File: src/rtl/regfile_mp_scoreboard_pkg.sv
// Shared constants and types for the rv32i integer register file and its busy scoreboard.
package regfile_mp_scoreboard_pkg;

  localparam int unsigned       RF_XLEN     = 32;
  localparam int unsigned       RF_NREGS    = 32;
  localparam int unsigned       RF_NRD      = 2;
  localparam int unsigned       REG_AW      = $clog2(RF_NREGS);
  localparam int unsigned       RF_SP_IDX   = 2;
  localparam logic [RF_XLEN-1:0] RF_SP_RESET = 32'h3FF;

  typedef logic [REG_AW-1:0] reg_addr_t;

  typedef enum logic {
    REG_IDLE = 1'b0,
    REG_BUSY = 1'b1
  } busy_state_t;

endpackage

File: src/rtl/regfile_mp_scoreboard_if.sv
// Decode/writeback-facing bundle of the register file: operand reads, writeback, issue.
interface regfile_mp_scoreboard_if #(
  parameter int unsigned XLEN = 32,
  parameter int unsigned AW   = 5,
  parameter int unsigned NRD  = 2
);
  logic [NRD*AW-1:0]   rd_addr_i;
  logic [NRD*XLEN-1:0] rd_data_o;
  logic [NRD-1:0]      rd_busy_o;
  logic                wb_we_i;
  logic [AW-1:0]       wb_addr_i;
  logic [XLEN-1:0]     wb_data_i;
  logic                iss_valid_i;
  logic [AW-1:0]       iss_rd_i;
  logic                iss_ready_o;
  logic [AW:0]         busy_cnt_o;

  modport master (
    output rd_addr_i, wb_we_i, wb_addr_i, wb_data_i, iss_valid_i, iss_rd_i,
    input  rd_data_o, rd_busy_o, iss_ready_o, busy_cnt_o
  );

  modport slave (
    input  rd_addr_i, wb_we_i, wb_addr_i, wb_data_i, iss_valid_i, iss_rd_i,
    output rd_data_o, rd_busy_o, iss_ready_o, busy_cnt_o
  );
endinterface

File: src/rtl/regfile_busy_tracker.sv
// Per-register pending-writer scoreboard: WAW issue gating, busy vector and registered busy count.
module regfile_busy_tracker
  import regfile_mp_scoreboard_pkg::*;
#(
  parameter int unsigned NREGS = RF_NREGS,
  parameter int unsigned AW    = $clog2(NREGS)
) (
  input  logic             clk,
  input  logic             rst,
  input  logic             iss_valid,
  input  logic [AW-1:0]    iss_rd,
  input  logic             wb_we,
  input  logic [AW-1:0]    wb_addr,
  output logic             iss_ready,
  output logic [NREGS-1:0] busy_vec,
  output logic [AW:0]      busy_cnt
);

  busy_state_t st_q [NREGS];
  busy_state_t st_d [NREGS];
  logic [AW:0] cnt_d;
  logic        iss_fire;

  always_ff @(posedge clk) begin
    if (rst) begin
      for (int unsigned i = 0; i < NREGS; i++) st_q[i] <= REG_IDLE;
      busy_cnt <= '0;
    end else begin
      for (int unsigned i = 0; i < NREGS; i++) st_q[i] <= st_d[i];
      busy_cnt <= cnt_d;
    end
  end

  always_comb begin
    iss_ready = (iss_rd == '0) || (st_q[iss_rd] == REG_IDLE) || (wb_we && (wb_addr == iss_rd));
    iss_fire  = iss_valid && iss_ready && (iss_rd != '0);
    busy_vec  = '0;
    cnt_d     = '0;
    for (int unsigned i = 0; i < NREGS; i++) begin
      st_d[i]     = st_q[i];
      busy_vec[i] = (st_q[i] == REG_BUSY);
      // x0 never leaves IDLE; the set is applied after the clear so a new producer wins.
      if (i != 0) begin
        if (wb_we && (wb_addr == AW'(i))) st_d[i] = REG_IDLE;
        if (iss_fire && (iss_rd == AW'(i))) st_d[i] = REG_BUSY;
      end
      cnt_d = cnt_d + (AW+1)'(st_d[i] == REG_BUSY);
    end
  end

endmodule

File: src/rtl/regfile_mp_scoreboard.sv
// Multi-read-port integer register file with writeback bypass and WAW/RAW busy scoreboard.
module regfile_mp_scoreboard
  import regfile_mp_scoreboard_pkg::*;
#(
  parameter int unsigned     XLEN     = RF_XLEN,
  parameter int unsigned     NREGS    = RF_NREGS,
  parameter int unsigned     NRD      = RF_NRD,
  parameter int unsigned     SP_IDX   = RF_SP_IDX,
  parameter logic [XLEN-1:0] SP_RESET = RF_SP_RESET,
  parameter bit              BYPASS   = 1'b1
) (
  input  logic             clk,
  input  logic             rst,
  regfile_mp_scoreboard_if.slave bus
);

  localparam int unsigned AW = $clog2(NREGS);

  logic [XLEN-1:0]     regs_q [NREGS];
  logic [NREGS-1:0]    busy_vec;
  logic                wb_fire;
  logic [AW-1:0]       ra;
  logic [NRD*XLEN-1:0] rd_data;
  logic [NRD-1:0]      rd_busy;

  assign wb_fire = bus.wb_we_i && (bus.wb_addr_i != '0);

  always_ff @(posedge clk) begin
    if (rst) begin
      for (int unsigned i = 0; i < NREGS; i++) regs_q[i] <= (i == SP_IDX) ? SP_RESET : '0;
    end else if (wb_fire) begin
      regs_q[bus.wb_addr_i] <= bus.wb_data_i;
    end
  end

  // A forwarded read is by definition no longer waiting on its producer.
  always_comb begin
    rd_data = '0;
    rd_busy = '0;
    ra      = '0;
    for (int unsigned k = 0; k < NRD; k++) begin
      ra = bus.rd_addr_i[k*AW +: AW];
      if (ra != '0) begin
        if (BYPASS && wb_fire && (bus.wb_addr_i == ra)) begin
          rd_data[k*XLEN +: XLEN] = bus.wb_data_i;
        end else begin
          rd_data[k*XLEN +: XLEN] = regs_q[ra];
          rd_busy[k]              = busy_vec[ra];
        end
      end
    end
  end

  assign bus.rd_data_o = rd_data;
  assign bus.rd_busy_o = rd_busy;

  regfile_busy_tracker #(
    .NREGS (NREGS),
    .AW    (AW)
  ) u_busy (
    .clk       (clk),
    .rst       (rst),
    .iss_valid (bus.iss_valid_i),
    .iss_rd    (bus.iss_rd_i),
    .wb_we     (bus.wb_we_i),
    .wb_addr   (bus.wb_addr_i),
    .iss_ready (bus.iss_ready_o),
    .busy_vec  (busy_vec),
    .busy_cnt  (bus.busy_cnt_o)
  );

endmodule

File: src/flat_wrapper.sv
// flat-port wrapper written by rule: the top's interface ports become plain ports
module regfile_mp_scoreboard_flat import regfile_mp_scoreboard_pkg::*;
#(
  parameter int unsigned     XLEN     = RF_XLEN,
  parameter int unsigned     NREGS    = RF_NREGS,
  parameter int unsigned     NRD      = RF_NRD,
  parameter int unsigned     SP_IDX   = RF_SP_IDX,
  parameter logic [XLEN-1:0] SP_RESET = RF_SP_RESET,
  parameter bit              BYPASS   = 1'b1
)
  (clk, rst, bus_rd_addr_i, bus_wb_we_i, bus_wb_addr_i, bus_wb_data_i, bus_iss_valid_i, bus_iss_rd_i, bus_rd_data_o, bus_rd_busy_o, bus_iss_ready_o, bus_busy_cnt_o);
  regfile_mp_scoreboard_if #(.XLEN(XLEN), .AW((REG_AW)), .NRD(NRD)) bus_i ();
  input  logic clk;
  input  logic rst;
  input wire logic [$bits(bus_i.rd_addr_i)-1:0] bus_rd_addr_i;
  input wire logic [$bits(bus_i.wb_we_i)-1:0] bus_wb_we_i;
  input wire logic [$bits(bus_i.wb_addr_i)-1:0] bus_wb_addr_i;
  input wire logic [$bits(bus_i.wb_data_i)-1:0] bus_wb_data_i;
  input wire logic [$bits(bus_i.iss_valid_i)-1:0] bus_iss_valid_i;
  input wire logic [$bits(bus_i.iss_rd_i)-1:0] bus_iss_rd_i;
  output wire logic [$bits(bus_i.rd_data_o)-1:0] bus_rd_data_o;
  output wire logic [$bits(bus_i.rd_busy_o)-1:0] bus_rd_busy_o;
  output wire logic [$bits(bus_i.iss_ready_o)-1:0] bus_iss_ready_o;
  output wire logic [$bits(bus_i.busy_cnt_o)-1:0] bus_busy_cnt_o;
  assign bus_i.rd_addr_i = bus_rd_addr_i;
  assign bus_i.wb_we_i = bus_wb_we_i;
  assign bus_i.wb_addr_i = bus_wb_addr_i;
  assign bus_i.wb_data_i = bus_wb_data_i;
  assign bus_i.iss_valid_i = bus_iss_valid_i;
  assign bus_i.iss_rd_i = bus_iss_rd_i;
  assign bus_rd_data_o = bus_i.rd_data_o;
  assign bus_rd_busy_o = bus_i.rd_busy_o;
  assign bus_iss_ready_o = bus_i.iss_ready_o;
  assign bus_busy_cnt_o = bus_i.busy_cnt_o;
  regfile_mp_scoreboard #(.XLEN(XLEN), .NREGS(NREGS), .NRD(NRD), .SP_IDX(SP_IDX), .SP_RESET(SP_RESET), .BYPASS(BYPASS)) u_core (.clk(clk), .rst(rst), .bus(bus_i));
endmodule
File: config.mk
export PLATFORM = sky130hd
export DESIGN_NAME = regfile_mp_scoreboard_flat
export DESIGN_NICKNAME = d
export VERILOG_FILES = /design/src/rtl/regfile_mp_scoreboard_pkg.sv /design/src/rtl/regfile_mp_scoreboard_if.sv /design/src/rtl/regfile_busy_tracker.sv /design/src/rtl/regfile_mp_scoreboard.sv /design/src/flat_wrapper.sv
export SDC_FILE = /design/constraint.sdc
export NUM_CORES = 2
export LEC_CHECK = 0
export CAP_MARGIN = 10
export CORE_ASPECT_RATIO = 0.8
export CORE_MARGIN = 8
export CORE_UTILIZATION = 35
export DETAILED_ROUTE_END_ITERATION = 8
export PLACE_DENSITY = 0.57
export SLEW_MARGIN = 20
export SYNTH_ARGS = -nofsm -noshare
export SYNTH_HDL_FRONTEND = slang
export SYNTH_SLANG_ARGS = --single-unit
File: constraint.sdc
create_clock -name clk -period 8 [get_ports clk]
set_clock_uncertainty 0.1 [all_clocks]
set_input_delay 1.6 -clock clk [delete_from_list [all_inputs] [get_ports clk]]
set_output_delay 1.6 -clock clk [all_outputs]
set_load 0.005 [all_outputs]
======== Word level (Yosys, flattened, before mapping) ========
Memories as Yosys holds them, arrays and structs flattened.
Index checks and enable logic that the tools add are counted.
cells by class
  add/sub/neg operators ................... 31
  magnitude comparators ................... 2
  equal/unequal tests ..................... 65
  multiplexer cells ....................... 115
  bitwise gates (word level) .............. 33
  reductions and logical operators ........ 76
operator list
  cell                                                        number
  equality test 5 bit, second input constant                  32
  2-to-1 mux 32 bit                                           5
  adder 6 x 1 -> 6 bit                                        26
  2-to-1 mux 1 bit                                            107
  equality test 5 x 4 -> 1 bit, second input constant         16
  logical AND 1 bit                                           68
  equality test 5 x 3 -> 1 bit, second input constant         8
  bitwise OR 1 bit                                            32
  OR reduction 32 bit                                         1
  equality test 5 x 2 -> 1 bit, second input constant         4
  nonzero test 5 bit                                          4
  equality test 5 bit                                         3
  less-than comparator 5 x 6 -> 1 bit, second input constant  2
  binary-select mux 1 bit (select 5 bit)                      2
  equality test 5 x 1 -> 1 bit, second input constant         2
  adder 5 x 1 -> 6 bit                                        1
  adder 4 x 1 -> 5 bit                                        1
  zero test 5 bit                                             1
  2-to-1 mux 5 bit                                            1
  adder 3 x 1 -> 4 bit                                        1
  adder 2 x 1 -> 3 bit                                        1
  adder 1 x 1 -> 2 bit                                        1
  logical OR 1 bit                                            2
  inverter 1 bit                                              1
storage, ports and cells
  flip-flop bits (word level) ............. 6
  memory bits (writable) .................. 1056
  input port bits ......................... 56
  output and inout port bits .............. 73
  logic and storage cells ................. 325
  memories kept ........................... 2
memory list
  name                depth  width  rd ports  clocked after memory_dff  wr ports  line                         source
  u_core.regs_q       32     32     2         0                         32        regfile_mp_scoreboard.sv:19  logic [XLEN-1:0] regs_q [NREGS];
  u_core.u_busy.st_q  32     1      33        0                         32        regfile_busy_tracker.sv:19   busy_state_t st_q [NREGS];

======== Longest topological paths before layout ========
An unclocked memory read counts as a cell.
  word-level depth ........................ 39
  mapped depth ............................ 24
  depth with buffers taken out ............ 21

======== Modules after synthesis ========
A second synthesis with hierarchy kept.
unflattened totals
  cell total of the unflattened synthesis .. 4122
  area total of the unflattened synthesis .. 58851.4 µm²
by module, submodules not included
  module                 instances  cells an instance  area each (µm²)  sequential area each (µm²)
  regfile_mp_scoreboard  1          3727               55440.7          30749.5
  regfile_busy_tracker   1          395                3410.8           740.7

======== Least setup slack after synthesis ========
Ideal clock, no wire load.
  kind .................................... in2reg
  start ................................... in bus_iss_rd_i[1]
  end ..................................... reg u_core.u_busy.busy_cnt[4]
  setup time .............................. 128 ps
  arrival ................................. 7526 ps
  data required time ...................... 7772 ps
  setup slack ............................. 247 ps
  cell stages on the path ................. 22
  path buffers ............................ 2
  cells stage by stage .................... buf_6 > mux2_4 > and3_4 > a311oi_2 > a41oi_4 > buf_6 > o31a_1 > fa_1 > fa_1 > fa_1 > inv_1 > fa_1 > fa_1 > inv_1 > fa_1 > inv_1 > fa_1 > fa_1 > a21o_1 > a21oi_1 > xor2_1 > nor2_1
on the way
  cells in the longest elaborated chain, start to end .. 39
  elaborated cells on any way between the ends .. 134
  classes of those cells .................. add/sub (31); eq/ne (32); mux (31); bitwise (1); reduce/logical (38); memory (1)
RTL lines
  item                                 line                        source
  start, declared                      flat_wrapper.sv:20          input wire logic [$bits(bus_i.iss_rd_i)-1:0] bus_iss_rd_i;
  memory (32 x 1 bit)                  n/a
  inverter 1 bit                       regfile_busy_tracker.sv:35  iss_ready = (iss_rd == '0) || (st_q[iss_rd] == REG_IDLE) || (wb_we && (wb_addr == iss_rd));
  logical OR 1 bit (2 in series)       regfile_busy_tracker.sv:35
  logical AND 1 bit (2 in series)      regfile_busy_tracker.sv:36  iss_fire = iss_valid && iss_ready && (iss_rd != '0);
  logical AND 1 bit                    regfile_busy_tracker.sv:45  if (iss_fire && (iss_rd == AW'(i))) st_d[i] = REG_BUSY;
  2-to-1 mux 1 bit                     regfile_busy_tracker.sv:45
  adder 1 x 1 -> 2 bit                 regfile_busy_tracker.sv:47  cnt_d = cnt_d + (AW+1)'(st_d[i] == REG_BUSY);
  adder 2 x 1 -> 3 bit                 regfile_busy_tracker.sv:47
  adder 3 x 1 -> 4 bit                 regfile_busy_tracker.sv:47
  adder 4 x 1 -> 5 bit                 regfile_busy_tracker.sv:47
  adder 5 x 1 -> 6 bit                 regfile_busy_tracker.sv:47
  adder 6 x 1 -> 6 bit (25 in series)  regfile_busy_tracker.sv:47
  adder 6 x 1 -> 6 bit (*)             regfile_busy_tracker.sv:47
  end signal, assigned                 regfile_busy_tracker.sv:30  busy_cnt <= cnt_d;
  end, declared                        regfile_busy_tracker.sv:16  output logic [AW:0] busy_cnt
Mark *: on every way between the ends. The rest lies on a longest branch, timed or not.
A chain may end at the register's enable or synchronous reset.

======== Worst setup path after layout ========
Same ends and word-level chain as after synthesis.

==> metrics.md <==
| Metric | Value |
|---|---|
| Static Leak | 22.5 nW |
| Synth-to-Final Area Change | 14.3% |
| Core ar. | 164,000 µm² |
| Count leader, synth | edfxtp_1 |
| Initial antenna violation count | 16 |
| FMAX | 129 MHz |
| Final hold violation count | 0 |
| Pre-CTS setup slack | -520 ps |
| Maximum vdd drop | 0.178 mV |
| EDFF count, synth | 1,024 |
| PortBufs | 128 |
| Sequential-to-total area share from yosys stat | 54.5% |
| Largest net degree at the start of global routing | 75 |
| Rows | 133 |
| Clk root buf | clkbuf_16 |
| Vias | 38.1k |
| CTS sink count | 1,061 |
| Max-slew violation count | 0 |
| Async set-or-reset flop fraction in the synthesized netlist | 0% |
| Cell variety after synth | 65 |
| Area leader, netlist | edfxtp_1 |
| Syn. warnings | 0 |
| Final worst path period need | 7750 ps |
| DR iter-0 viols | 5,156 |
| Fin cells | 6,344 |
| Top cells by area, synth | edfxtp_1 53%, mux4_2 18%, and2_1 11% |
| H-tree Lvls | 3 |
| Yosys reg bits | 1,061 |
| Antenna Violating Nets Remaining | 0 |
| Avg Cell Area, Syn | 14.5 µm² |
| Die width | 470 µm |
| DRT Pass-1 Iters | 5 |
| Synth Flop Type | edfxtp_1 |
| Die area | 178,000 µm² |
| Drt via density | 6.00 |
| Max cap viols | 0 |
| CTS Buf Count | 113 |
| Setup TNS | 0 ps |
| Worst Path Required | 8490 ps |
| Final nets | 4,176 |
| Endpoints failing setup | 0 |
| Critical Path Sink Type | flop |
| Yosys top cell area share | 53.2% |
| Total routed wirelength | 213 mm |
| Gate Count Post-Synth | 3,983 |
| Dpl cells | 6,132 |
| Worst hold-check path type | flop to flop |
| Number of remaining DRC errors | 0 |
| Hpwl dp | 132 mm |
| Height of the die | 379 µm |
| Least-Margin Pin Slew | 1150 ps |
| Crit path max fanout | 15 |
| Post-route cell area | 66,100 µm² |
| Vias in the first global route | 36.8k |
| Worst Path Class, Setup | primary input to flop |
| I/O pins | 129 |
| Post-Syn Area | 57,800 µm² |
| Worst slew margin | 23.2% |
| CP Launch Type | primary input |
| Final period util | 96.9% |
| Post-synth top cells | 1,024 x edfxtp_1, 993 x and2_1, 466 x mux4_2 |
| Power Dens Cells | 205 nW/µm² |
| Crit path DAT | 8240 ps |
| Post-DP Area | 62,500 µm² |
| Total congestion overflow | 0 |
| Share of cells above drive strength 1 | 24.2% |
| TritonCTS clock tree | yes |
| Flop2flop setup slack | 1470 ps |
| Hold buffer count at CTS | 0 |
| Starting density of the core | 35.2% |
| Avg WL per Cell | 33.5 µm |
| Total power draw | 0.0135 W |
| Final Worst Setup Slack | 245 ps |
| CTS clk-pin slew, worst paths | 60 ps |
| RSZ-0062 raised after global routing | no |
| Status | finished, final reports clean |
| Clock latency on the worst-skew pair | 730 ps |
| Max Root-Sink Buffers | 3 |
| Gr usage total | 23.1% |
| RD Place Congestion | 0.894 |
| Global-route wire length before repair | 297 mm |
state kept, by name, summed over array words and instances, names as in the netlist:
register	cells
u_core.u_busy.st_q	31
u_core.u_busy.busy_cnt	6
u_core.regs_q	1024
final timing paths:
check                                    start                              endpoint  cells after the start
max                            bus_iss_rd_i[1]  u_core.u_busy.busy_cnt[4]$_SDFF_PP0_                     22
min           u_core.u_busy.st_q[3]$_SDFF_PP0_      u_core.u_busy.st_q[3]$_SDFF_PP0_                      2
max reg2reg  u_core.u_busy.st_q[30]$_SDFF_PP0_  u_core.u_busy.busy_cnt[4]$_SDFF_PP0_                     21
min reg2reg   u_core.u_busy.st_q[3]$_SDFF_PP0_      u_core.u_busy.st_q[3]$_SDFF_PP0_                      2
stage by stage:
step / utilization, % / hold WS (ps)
final: 40.2 / 478
after global routing: 40.2 / 500
after CTS: 40.2 / 488
after detailed placement: 38.1 / 478
after global placement: 38.1 / 472
after floorplan: - / 386
final cells by class:
cell class,instances,area [µm²]
fill,14900,98200
multi-input combinational,2495,24700
timing repair buffer,392,3560
antenna,6,15.0
clock buffer,147,3020
sequential,1061,31500
clock inverter,56,450
tap,2160,2700
inverter,27,101
cell usage in the layout (no fill, tap or decap), drive strengths merged, types with 12 or more instances in the layout:
cell type	synthesis	routed
nor2	68	68
conb	1	32
buf	140	272
mux2	39	39
clkbuf	292	148
mux4	468	468
clkinv	0	45
a221oi	32	32
a21oi	13	13
xnor2	12	12
and2	993	993
fa	23	23
nand2	82	82
nor3	43	43
edfxtp	1024	1024
or3	17	17
a211oi	39	39
o32a	30	30
o21a	36	36
o22ai	67	67
clkdlybuf4s50	0	119
o32ai	14	14
a32o	33	33
a22oi	62	62
or2	33	33
o21ai	65	65
nor2b	42	42
dfxtp	37	37
inv	27	29
o31ai	13	13
o211ai	30	30
mux2i	140	140
worst max-delay path: stages:
cell and delay [ps]:
clkdlybuf4s50_1 530, buf_12 170, mux4_1 560, mux2_2 300
buf_4 160, nor3_1 180, a211oi_1 120, fa_1 590
fa_1 440, fa_1 560, inv_1 90, fa_1 470
fa_1 480, inv_1 50, fa_1 470, inv_1 40
fa_1 410, fa_1 460, a21o_1 190, a21oi_1 160
xor2_1 160, nor2_1 50
what timing repair did:
item | in CTS | in global routing
setup buffers | 0 | 2
hold endpoints to repair | 0 | 0
setup endpoints to repair | 0 | 1
resized for setup | 0 | 4
logic make-up after synthesis:
| family | after synthesis | synth area share [%] |
|---|---|---|
| AOI/OAI and AO/OA | 450 | 5.84 |
| xor gates and xnor gates | 17 | 0.258 |
| adders and majority gates | 30 | 0.948 |
| buffers and inverters | 459 | 3.40 |
| DFF | 1061 | 54.5 |
| muxes | 647 | 21.4 |
| other | 1 | 0.00649 |
| and+or+nand+nor | 1318 | 13.6 |
per-layer routing:
layer  vias up  share of wire, %  track usage, %
met5         -             0.010               0
met4         4               3.4            7.02
met3       333                12            7.45
met2      2331                44            34.7
met1     19900                41            32.0
li1      15500                 -               -
power breakdown:
part           internal [W]  switching (W)  leakage (nW)
Sequential          0.00639       0.000149          10.1
Clock               0.00286        0.00227          1.69
Combinational      0.000781        0.00107          10.7
Total                0.0100        0.00349          22.5
No activity file was read; power rests on OpenSTA's default activity.
